## src/rtl/mash_1_1_modulator.sv

```systemverilog
// Second-order MASH 1-1 delta-sigma modulator fed by an AXI-Stream sample source.
// Optional LFSR dither on the stage-1 carry-in: define MASH_1_1_MODULATOR_DITHER_EN.
module mash_1_1_modulator #(
    parameter int WIDTH    = 16,
    parameter int OSR_LOG2 = 4
) (
    input  logic             aclk,
    input  logic             arst_n,
    input  logic [WIDTH-1:0] s_axis_data_tdata,
    input  logic             s_axis_data_tvalid,
    output logic             s_axis_data_tready,
    output logic [1:0]       dac_code,
    output logic             dac_valid,
    output logic             underrun
);
    localparam logic [OSR_LOG2-1:0] CNT_ONE = OSR_LOG2'(1);

    logic [OSR_LOG2-1:0] cnt_q;
    logic [WIDTH-1:0]    pend_q, active_q, acc1_q, acc2_q;
    logic                pend_v_q, started_q, c2d_q;
    logic [1:0]          dac_code_q;
    logic                dac_valid_q, underrun_q;

    logic [WIDTH-1:0]    pend_d, active_d;
    logic                pend_v_d, started_d, underrun_d;
    logic                boundary, hs, cin;
    logic [WIDTH:0]      s1, s2;
    logic                c1, c2;
    logic [1:0]          code_d;

    assign boundary           = &cnt_q;
    assign s_axis_data_tready = ~pend_v_q | boundary;
    assign hs                 = s_axis_data_tvalid & s_axis_data_tready;

`ifdef MASH_1_1_MODULATOR_DITHER_EN
    logic [15:0] lfsr_q;
    logic        lfsr_fb;
    assign lfsr_fb = lfsr_q[15] ^ lfsr_q[14] ^ lfsr_q[12] ^ lfsr_q[3];
    assign cin     = lfsr_q[0];

    always_ff @(posedge aclk or negedge arst_n) begin
        if (!arst_n) lfsr_q <= 16'hACE1;
        else         lfsr_q <= {lfsr_q[14:0], lfsr_fb};
    end
`else
    assign cin = 1'b0;
`endif

    // Frame-boundary hand-off: a handshake on the boundary edge refills pend as it drains.
    always_comb begin
        pend_d     = pend_q;
        pend_v_d   = pend_v_q;
        active_d   = active_q;
        started_d  = started_q;
        underrun_d = underrun_q;
        if (boundary) begin
            if (pend_v_q) begin
                active_d  = pend_q;
                started_d = 1'b1;
                pend_v_d  = 1'b0;
            end else if (started_q) begin
                underrun_d = 1'b1;
            end
        end
        if (hs) begin
            pend_d   = s_axis_data_tdata;
            pend_v_d = 1'b1;
        end
    end

    assign s1     = {1'b0, acc1_q} + {1'b0, active_q} + {{WIDTH{1'b0}}, cin};
    assign c1     = s1[WIDTH];
    assign s2     = {1'b0, acc2_q} + {1'b0, s1[WIDTH-1:0]};
    assign c2     = s2[WIDTH];
    // y+1 lies in 0..3, so modulo-4 arithmetic is exact.
    assign code_d = 2'd1 + {1'b0, c1} + {1'b0, c2} - {1'b0, c2d_q};

    always_ff @(posedge aclk or negedge arst_n) begin
        if (!arst_n) begin
            cnt_q       <= '0;
            pend_q      <= '0;
            pend_v_q    <= 1'b0;
            active_q    <= '0;
            started_q   <= 1'b0;
            acc1_q      <= '0;
            acc2_q      <= '0;
            c2d_q       <= 1'b0;
            dac_code_q  <= 2'd1;
            dac_valid_q <= 1'b0;
            underrun_q  <= 1'b0;
        end else begin
            cnt_q       <= cnt_q + CNT_ONE;
            pend_q      <= pend_d;
            pend_v_q    <= pend_v_d;
            active_q    <= active_d;
            started_q   <= started_d;
            acc1_q      <= s1[WIDTH-1:0];
            acc2_q      <= s2[WIDTH-1:0];
            c2d_q       <= c2;
            dac_code_q  <= code_d;
            dac_valid_q <= started_q;
            underrun_q  <= underrun_d;
        end
    end

    assign dac_code  = dac_code_q;
    assign dac_valid = dac_valid_q;
    assign underrun  = underrun_q;
endmodule
```

## config.mk

```make
export PLATFORM = sky130hd
export DESIGN_NAME = mash_1_1_modulator
export DESIGN_NICKNAME = d
export VERILOG_FILES = /design/src/rtl/mash_1_1_modulator.sv
export SDC_FILE = /design/constraint.sdc
export NUM_CORES = 1
export LEC_CHECK = 0
export BUFFER_PORTS_ARGS = -buffer_cell sky130_fd_sc_hd__buf_2
export CELL_PAD_IN_SITES_DETAIL_PLACEMENT = 0
export CELL_PAD_IN_SITES_GLOBAL_PLACEMENT = 1
export CORE_MARGIN = 2
export CORE_UTILIZATION = 40
export DETAILED_ROUTE_END_ITERATION = 10
export MAX_ROUTING_LAYER = met4
export PLACE_DENSITY_LB_ADDON = 0.1
export SETUP_SLACK_MARGIN = 0.5
export SYNTH_ARGS = -nofsm -noshare
export SYNTH_HDL_FRONTEND = slang
export SYNTH_SLANG_ARGS = --single-unit
```

## constraint.sdc

```tcl
create_clock -name aclk -period 3.8 [get_ports aclk]
set_input_delay 0.19 -clock aclk [delete_from_list [all_inputs] [get_ports aclk]]
set_output_delay 0.19 -clock aclk [all_outputs]
set_load 0.1 [all_outputs]
```

== Yosys cells after proc, flatten, opt, wreduce, memory -nomap -nowiden ==
Index checks and enable logic that the tools add are counted.
Storage, ports and cells
  output and inout port bits: 5
  logic and storage cells: 26
  register bits after elaboration: 75
Operators by class
  add/subtract/negate cells: 6
  bitwise operators: 3
  reduce and logical (&&, ||, !) cells: 4
  muxes and demuxes: 2
Operator list (count)
  $add 16x16->17: 2
  $reduce_and 6->1: 1
  $reduce_and 5->1: 1
  $add 4x1->4 const B: 1
  $reduce_and 4->1: 1
  $add 1x1->2 const A: 1
  $add 2x1->2: 1
  $mux 1: 2
  $reduce_bool 2->1: 1
  $sub 2x1->2: 1
  $and 1x1->1: 1
  $not 1->1: 1
  $or 1x1->1: 1

== Logic depth before layout (Yosys ltp) ==
Gate-level depths: netlist of run 1.
  depth after elaboration: 4
  gate-level depth with buffers: 16
  depth with buffers taken out: 16

== Worst setup path after synthesis of run 1 ==
OpenSTA, ideal clock, no wires.
  path type: flip-flop to flip-flop
  start point: register active_q[0]
  end point: register dac_code_q[0] (netlist: dac_code[0])
  path buffers: 0
  setup slack: 349 ps
  setup time: 63 ps
  data arrival time: 3388 ps
  clock period less this slack: 3451 ps
  stages on the path, launching flop included: 17
  path through: dfrtp_1 ha_1 inv_1 fa_1 nor2b_4 o31a_1 or3_4 a21oi_4 o21ai_2 xnor2_1 ha_1 a21oi_1 o21bai_1 a21o_1 a21oi_1 o31ai_1 fa_1
Between the ends
  longest elaborated chain between the ends: 4
Ends and longest elaborated chain
  start: declaration: RTL line 19  | logic [WIDTH-1:0] pend_q, active_q, acc1_q, acc2_q;
  start signal: assignment: RTL line 95  | active_q <= active_d;
  $add 16x16->17: RTL line 71  | assign s1 = {1'b0, acc1_q} + {1'b0, active_q} + {{WIDTH{1'b0}}, cin};
  named net s1[12]: RTL line 27  | logic [WIDTH:0] s1, s2;
  $add 16x16->17: RTL line 73  | assign s2 = {1'b0, acc2_q} + {1'b0, s1[WIDTH-1:0]};
  named net s2[16]: RTL line 27
  $add 2x1->2: RTL line 76  | assign code_d = 2'd1 + {1'b0, c1} + {1'b0, c2} - {1'b0, c2d_q};
  $sub 2x1->2: RTL line 76
  named net code_d[0]: RTL line 29  | logic [1:0] code_d;
  end signal: assignment: RTL line 100  | dac_code_q <= code_d;
  end: declaration: RTL line 21  | logic [1:0] dac_code_q;
The timed path passes the listed nets, and every way through them passes these cells.
A chain may end at the register's enable or synchronous reset.

== Worst setup path in the final report of run 1 ==
Same ends and word-level chain as after synthesis.

==> results of run 1 <==
through the flow:
| stage | area, um^2 | util (%) |
|---|---|---|
| 2_1_floorplan | 3870 | - |
| 4_1_cts | 4600 | 49.6 |
| 5_1_grt | 4690 | 50.5 |
| 3_5_place_dp | 4160 | 44.8 |
| 6_report | 4690 | 50.5 |
| 3_3_place_gp | 4160 | 44.8 |
flip-flops by register name, indices dropped and copies added (netlist names):
signal     count
started_q      1
pend_v_q       1
dac_code       2
acc1_q        16
cnt_q          4
active_q      16
acc2_q        16
pend_q        16
underrun       1
dac_valid      1
c2d_q          1
synthesized netlist by cell type (all sizes together), types with 2 or more instances:
cell type,number
nand4,3
fa,3
or3,3
nand2b,4
a41oi,2
nand3,8
o21a,3
a211oi,4
o31ai,3
ha,33
o21ai,17
nor2b,4
xor2,6
o21bai,5
mux2,32
a21o,9
nor3,5
nand2,13
buf,2
xnor2,23
o211ai,2
o31a,2
a21oi,28
and2,2
nor2,13
inv,13
dfrtp,74
clkbuf,2
worst max-delay path, stage by stage, from the launching register on:
cell and delay [ns]:
dfrtp_1 0.38, ha_2 0.18, inv_2 0.05, fa_2 0.22, nor2b_4 0.04, o31a_1 0.27
or3_4 0.35, a21oi_4 0.19, buf_6 0.13, xnor2_2 0.07, ha_2 0.20, a21o_1 0.19
a21oi_4 0.16, o21bai_1 0.07, a21o_1 0.19, a21oi_2 0.17, o31ai_4 0.10, fa_1 0.51
repair_timing:
action                                  4_1_cts  5_1_grt
pin swaps                                     9        7
endpoints found under the setup margin        6        8
setup buffers                                13        4
gates resized for setup                      14       11
layout make-up:
cell class                      instances  area, um^2
Inverter                               13        48.8
Clock inverter                          7         124
Fill cell                             868        4600
Multi-Input combinational cell        235        2080
Timing Repair Buffer                   43         272
Clock buffer                            9         124
Sequential cell                        75        1880
Tap cell                              129         161
worst max-delay path by stage:
stage                       end  slack [ns]        start
floorplan           dac_code[0]        0.39  active_q[0]
global placement    dac_code[0]        0.16    acc1_q[0]
detailed placement  dac_code[0]        0.09  active_q[0]
CTS                 dac_code[0]        0.31  active_q[0]
global route        dac_code[0]        0.11  active_q[0]
finish              dac_code[0]        0.27  active_q[0]
logic make-up after synthesis:
family / after synthesis / synth area share [%]
compound gates: 80 / 13.6
flops: 75 / 48.7
simple gates: 57 / 7.53
fa+ha+maj: 36 / 12.3
mux: 33 / 9.60
xor+xnor: 29 / 6.59
buf+inv: 17 / 1.72
layer usage:
layer,global-route usage [%],vias up,part of all wire [%],wire [um]
li1,-,1275,-,-
met4,5.85,0,1.3,95
met5,-,-,0,0
met3,2.94,8,2.7,193
met1,21.7,1232,51,3700
met2,23.7,30,45,3230
==> results.toml, run 1 <==
[run_status]
outcome = "finished, violations left"
violations = "hold timing"

[routing]
wl_per_cell_um = 14.1
route.detailed.drc = 0
via_per_inst = 4.98
routed_wl_mm = 7.22
drtAntennaViolNets = 0
vias = 2545
firstDrtPassIters = 4
drt-initial-drc-count = 50

[cells_and_area]
fin_cells = 511
drive_gt1_share_pct = 32.2
area_delta_synth_final_pct = 21.5
final_nets = 432
antenna_cells = 0
mostFrequentLayoutCells = "dfrtp_1, mux2_2, a21oi_1"
final_common_cell = "dfrtp_1"

[global_routing]
grt_overflow = 0
antenna_found_initial = 0
first_global_vias = 2558
grt_max_degree = 76
gr-usage-all-layers_pct = 15.9
grt_pass1_wl_mm = 12.4

[logic_synthesis]
syn-instance-count = 327
yosys_warnings = 0
ys_seq_area_share_pct = 48.7
syn_area_um2 = 3860
yosysTopAreaCellShare_pct = 48.0
ys_types = 43
synth_area_leaders = "dfrtp_1, ha_1, mux2_2"
synth-edff-count = 0
syn_nets = 382
synthArstFlopShare_pct = 100
synth-seq-cells = 75
syn_area_per_cell_um2 = 11.8
synth_top_area_cell = "dfrtp_1"
synth_flop_cell = "dfrtp_1"

[timing]
finalHoldViolCount = 9
fmax_mhz = 283
final.setup.tns_ns = 0
tightest_slew_ns = 1.02
finalMaxSlewViolations = 0
fin_hold_ws_ns = -0.0176
fin_ws_ns = 0.270
period_share_pct = 92.9
final-setup-viol-count = 0
period_minus_slack_ns = 3.53
clock_skew_ns = 0.0138
rsz0062_at_grt = "true"
relSlewSlack_pct = 31.8

[place]
place_congestion = 0.810
place_ws_ns = 0.0893
dp_hpwl_mm = 5.08
io_buffers = 23
dp_cells = 478

[clock_tree]
cts_buffer_depth = 2
clk_pin_slew_ns = 0.09
ctsHoldBuffers = 0
cts_buffers = 9
clock_sinks = 75
cts_tree = "yes"
clock_latency_ns = 0.34
cts_max_level = 3
root_buffer = "clkbuf_8"

[worst_setup_path]
critical_path_class = "register to register"
start_kind = "register"
cp.required_ns = 4.08
reg2reg_depth = 17
cp-end-kind = "register"
r2r_slack_ns = 0.27
arrival_ns = 3.81
path_max_fanout = 3
r2r_end = "dac_code[0]"
r2r-start = "active_q[0]"

[die]
core_area_um2 = 9280
start_util_pct = 41.5
rows = 35
die-area_um2 = 10400
ioPinCount = 24
dieHeight_um = 102
die_x_um = 102

[run]
drv_cap = 0

[worst_hold_path]
hold_path.class = "input port to async pin"
Power of run 1 is not shown: default switching activity piles up to over one toggle a cycle in this logic, so the estimate is an artifact.
==> run 2, diff against run 1 <==
--- a/config.mk
+++ b/config.mk
@@ -10,8 +10,9 @@
 export CELL_PAD_IN_SITES_GLOBAL_PLACEMENT = 1
 export CORE_MARGIN = 2
 export CORE_UTILIZATION = 40
+export CTS_CLUSTER_DIAMETER = 100
 export DETAILED_ROUTE_END_ITERATION = 10
-export MAX_ROUTING_LAYER = met4
+export HOLD_SLACK_MARGIN = 0.03
 export PLACE_DENSITY_LB_ADDON = 0.1
 export SETUP_SLACK_MARGIN = 0.5
 export SYNTH_ARGS = -nofsm -noshare
==> run 2 against run 1 <==
Net effect: the flow now finishes without violations; fmax barely moved; utilization up 0.11 points; via count up 0.12%; worst setup slack worse by 0.00051 ns.
==> results.toml, run 2 (synthesis results as in run 1) <==
[worst_hold_path]
hold_path.class = "input port to register"

[place]
io_buffers = 23
dp_hpwl_mm = 5.08
dp_cells = 478
placed_area_um2 = 4160
place_congestion = 0.799

[die]
core_area_um2 = 9280
die_x_um = 102
ioPinCount = 24
rows = 35
start_util_pct = 41.5
dieHeight_um = 102
die-area_um2 = 10400

[cells_and_area]
fin_cells = 512
antenna_cells = 0
drive_gt1_share_pct = 32.1
area_delta_synth_final_pct = 21.8
final_common_cell = "dfrtp_1"
seqCellArea_um2 = 1880
mostFrequentLayoutCells = "dfrtp_1, mux2_2, a21oi_1"
final_design_area_no_fill_um2 = 4700
nFillCells = 867
multi_input_area_um2 = 2080
final_nets = 433

[routing]
via_per_inst = 4.98
vias = 2548
drt-initial-drc-count = 59
routed_wl_mm = 7.24
route.detailed.drc = 0
firstDrtPassIters = 4
wl_per_cell_um = 14.1
drtAntennaViolNets = 0

[timing]
tightest_slew_ns = 1.02
relSlewSlack_pct = 32.0
clock_skew_ns = 0.0151
period_minus_slack_ns = 3.53
final.setup.tns_ns = 0
finalMaxSlewViolations = 0
fin_hold_ws_ns = 0.0492
final-setup-viol-count = 0
period_share_pct = 92.9
fmax_mhz = 283
finalHoldViolCount = 0
rsz0062_at_grt = "true"

[global_routing]
antenna_found_initial = 0
first_global_vias = 2553
gr-usage-all-layers_pct = 15.4
grt_overflow = 0
grt_max_degree = 76
grt_pass1_wl_mm = 12.4

[clock_tree]
cts_buffer_depth = 2
clock_sinks = 75
clk_pin_slew_ns = 0.08
cts_buffers = 9
root_buffer = "clkbuf_8"
cts_max_level = 3
cts_tree = "yes"
clock_latency_ns = 0.34

[worst_setup_path]
cp-end-kind = "register"
start_kind = "register"
path_max_fanout = 3
critical_path_class = "register to register"
cp.required_ns = 4.08
arrival_ns = 3.81

[run_status]
outcome = "finished clean"

[run]
drv_cap = 0
run 2: cell types whose count changed in the layout (fill, tap and decap cells not counted):
cell	before	now
dlygate4sd3_1	0	1
run 2: repair_timing:
action                                 CTS  global route
pin swaps                                9             7
hold buffers                             1             0
setup endpoints to repair                6             8
gates resized for setup                 14            11
gates cloned                             0             0
setup buffers                           13             4
endpoints found under the hold margin   13             0
run 2: area by class of cell:
| class | count | area share [%] |
|---|---|---|
| Clock buffer | 9 | 2.64 |
| Clock inverter | 7 | 2.64 |
| Inverter | 13 | 1.04 |
| Multi-Input combinational cell | 235 | 44.3 |
| Sequential cell | 75 | 40.0 |
| Tap cell | 129 | 3.44 |
| Timing Repair Buffer | 44 | 6.00 |
run 2: worst max-delay path: stages, from the launching register on:
cell	delay, ns
dfrtp_1	0.38
ha_2	0.18
inv_2	0.05
fa_2	0.22
nor2b_4	0.04
o31a_1	0.27
or3_4	0.35
a21oi_4	0.19
buf_6	0.13
xnor2_2	0.07
ha_2	0.20
a21o_1	0.19
a21oi_4	0.16
o21bai_1	0.07
a21o_1	0.19
a21oi_2	0.17
o31ai_4	0.10
fa_1	0.51
run 2: path summary, 6_finish.rpt:
path	slack, ns	endpoint	start	depth (start not counted)
worst max-delay path	0.27	dac_code[0]	active_q[0]	17
worst min-delay path	0.05	pend_v_q	s_axis_data_tvalid	2
worst max register to register	0.27	dac_code[0]	active_q[0]	17
worst min register to register	0.43	dac_valid	started_q	0
max in group asynchronous	2.64	acc1_q[11]	arst_n	2
min in group asynchronous	0.51	cnt_q[1]	arst_n	2
run 2: per-stage QoR:
step,utilization [%],setup slack [ns]
after floorplan,-,0.390
after global placement,44.8,0.155
after detailed placement,44.8,0.0893
after CTS,49.7,0.311
after global routing,50.6,0.111
final,50.6,0.269
run 2: routing by layer:
layer	global-route usage, %	vias to the layer above	wire, um	share of wire, %
li1	-	1277	-	-
met1	21.8	1237	3760	52
met3	2.94	8	158	2.2
met5	0	-	0	0
met2	23.5	26	3220	44
met4	5.85	0	102	1.4
Power of run 2 is left out for the same reason.
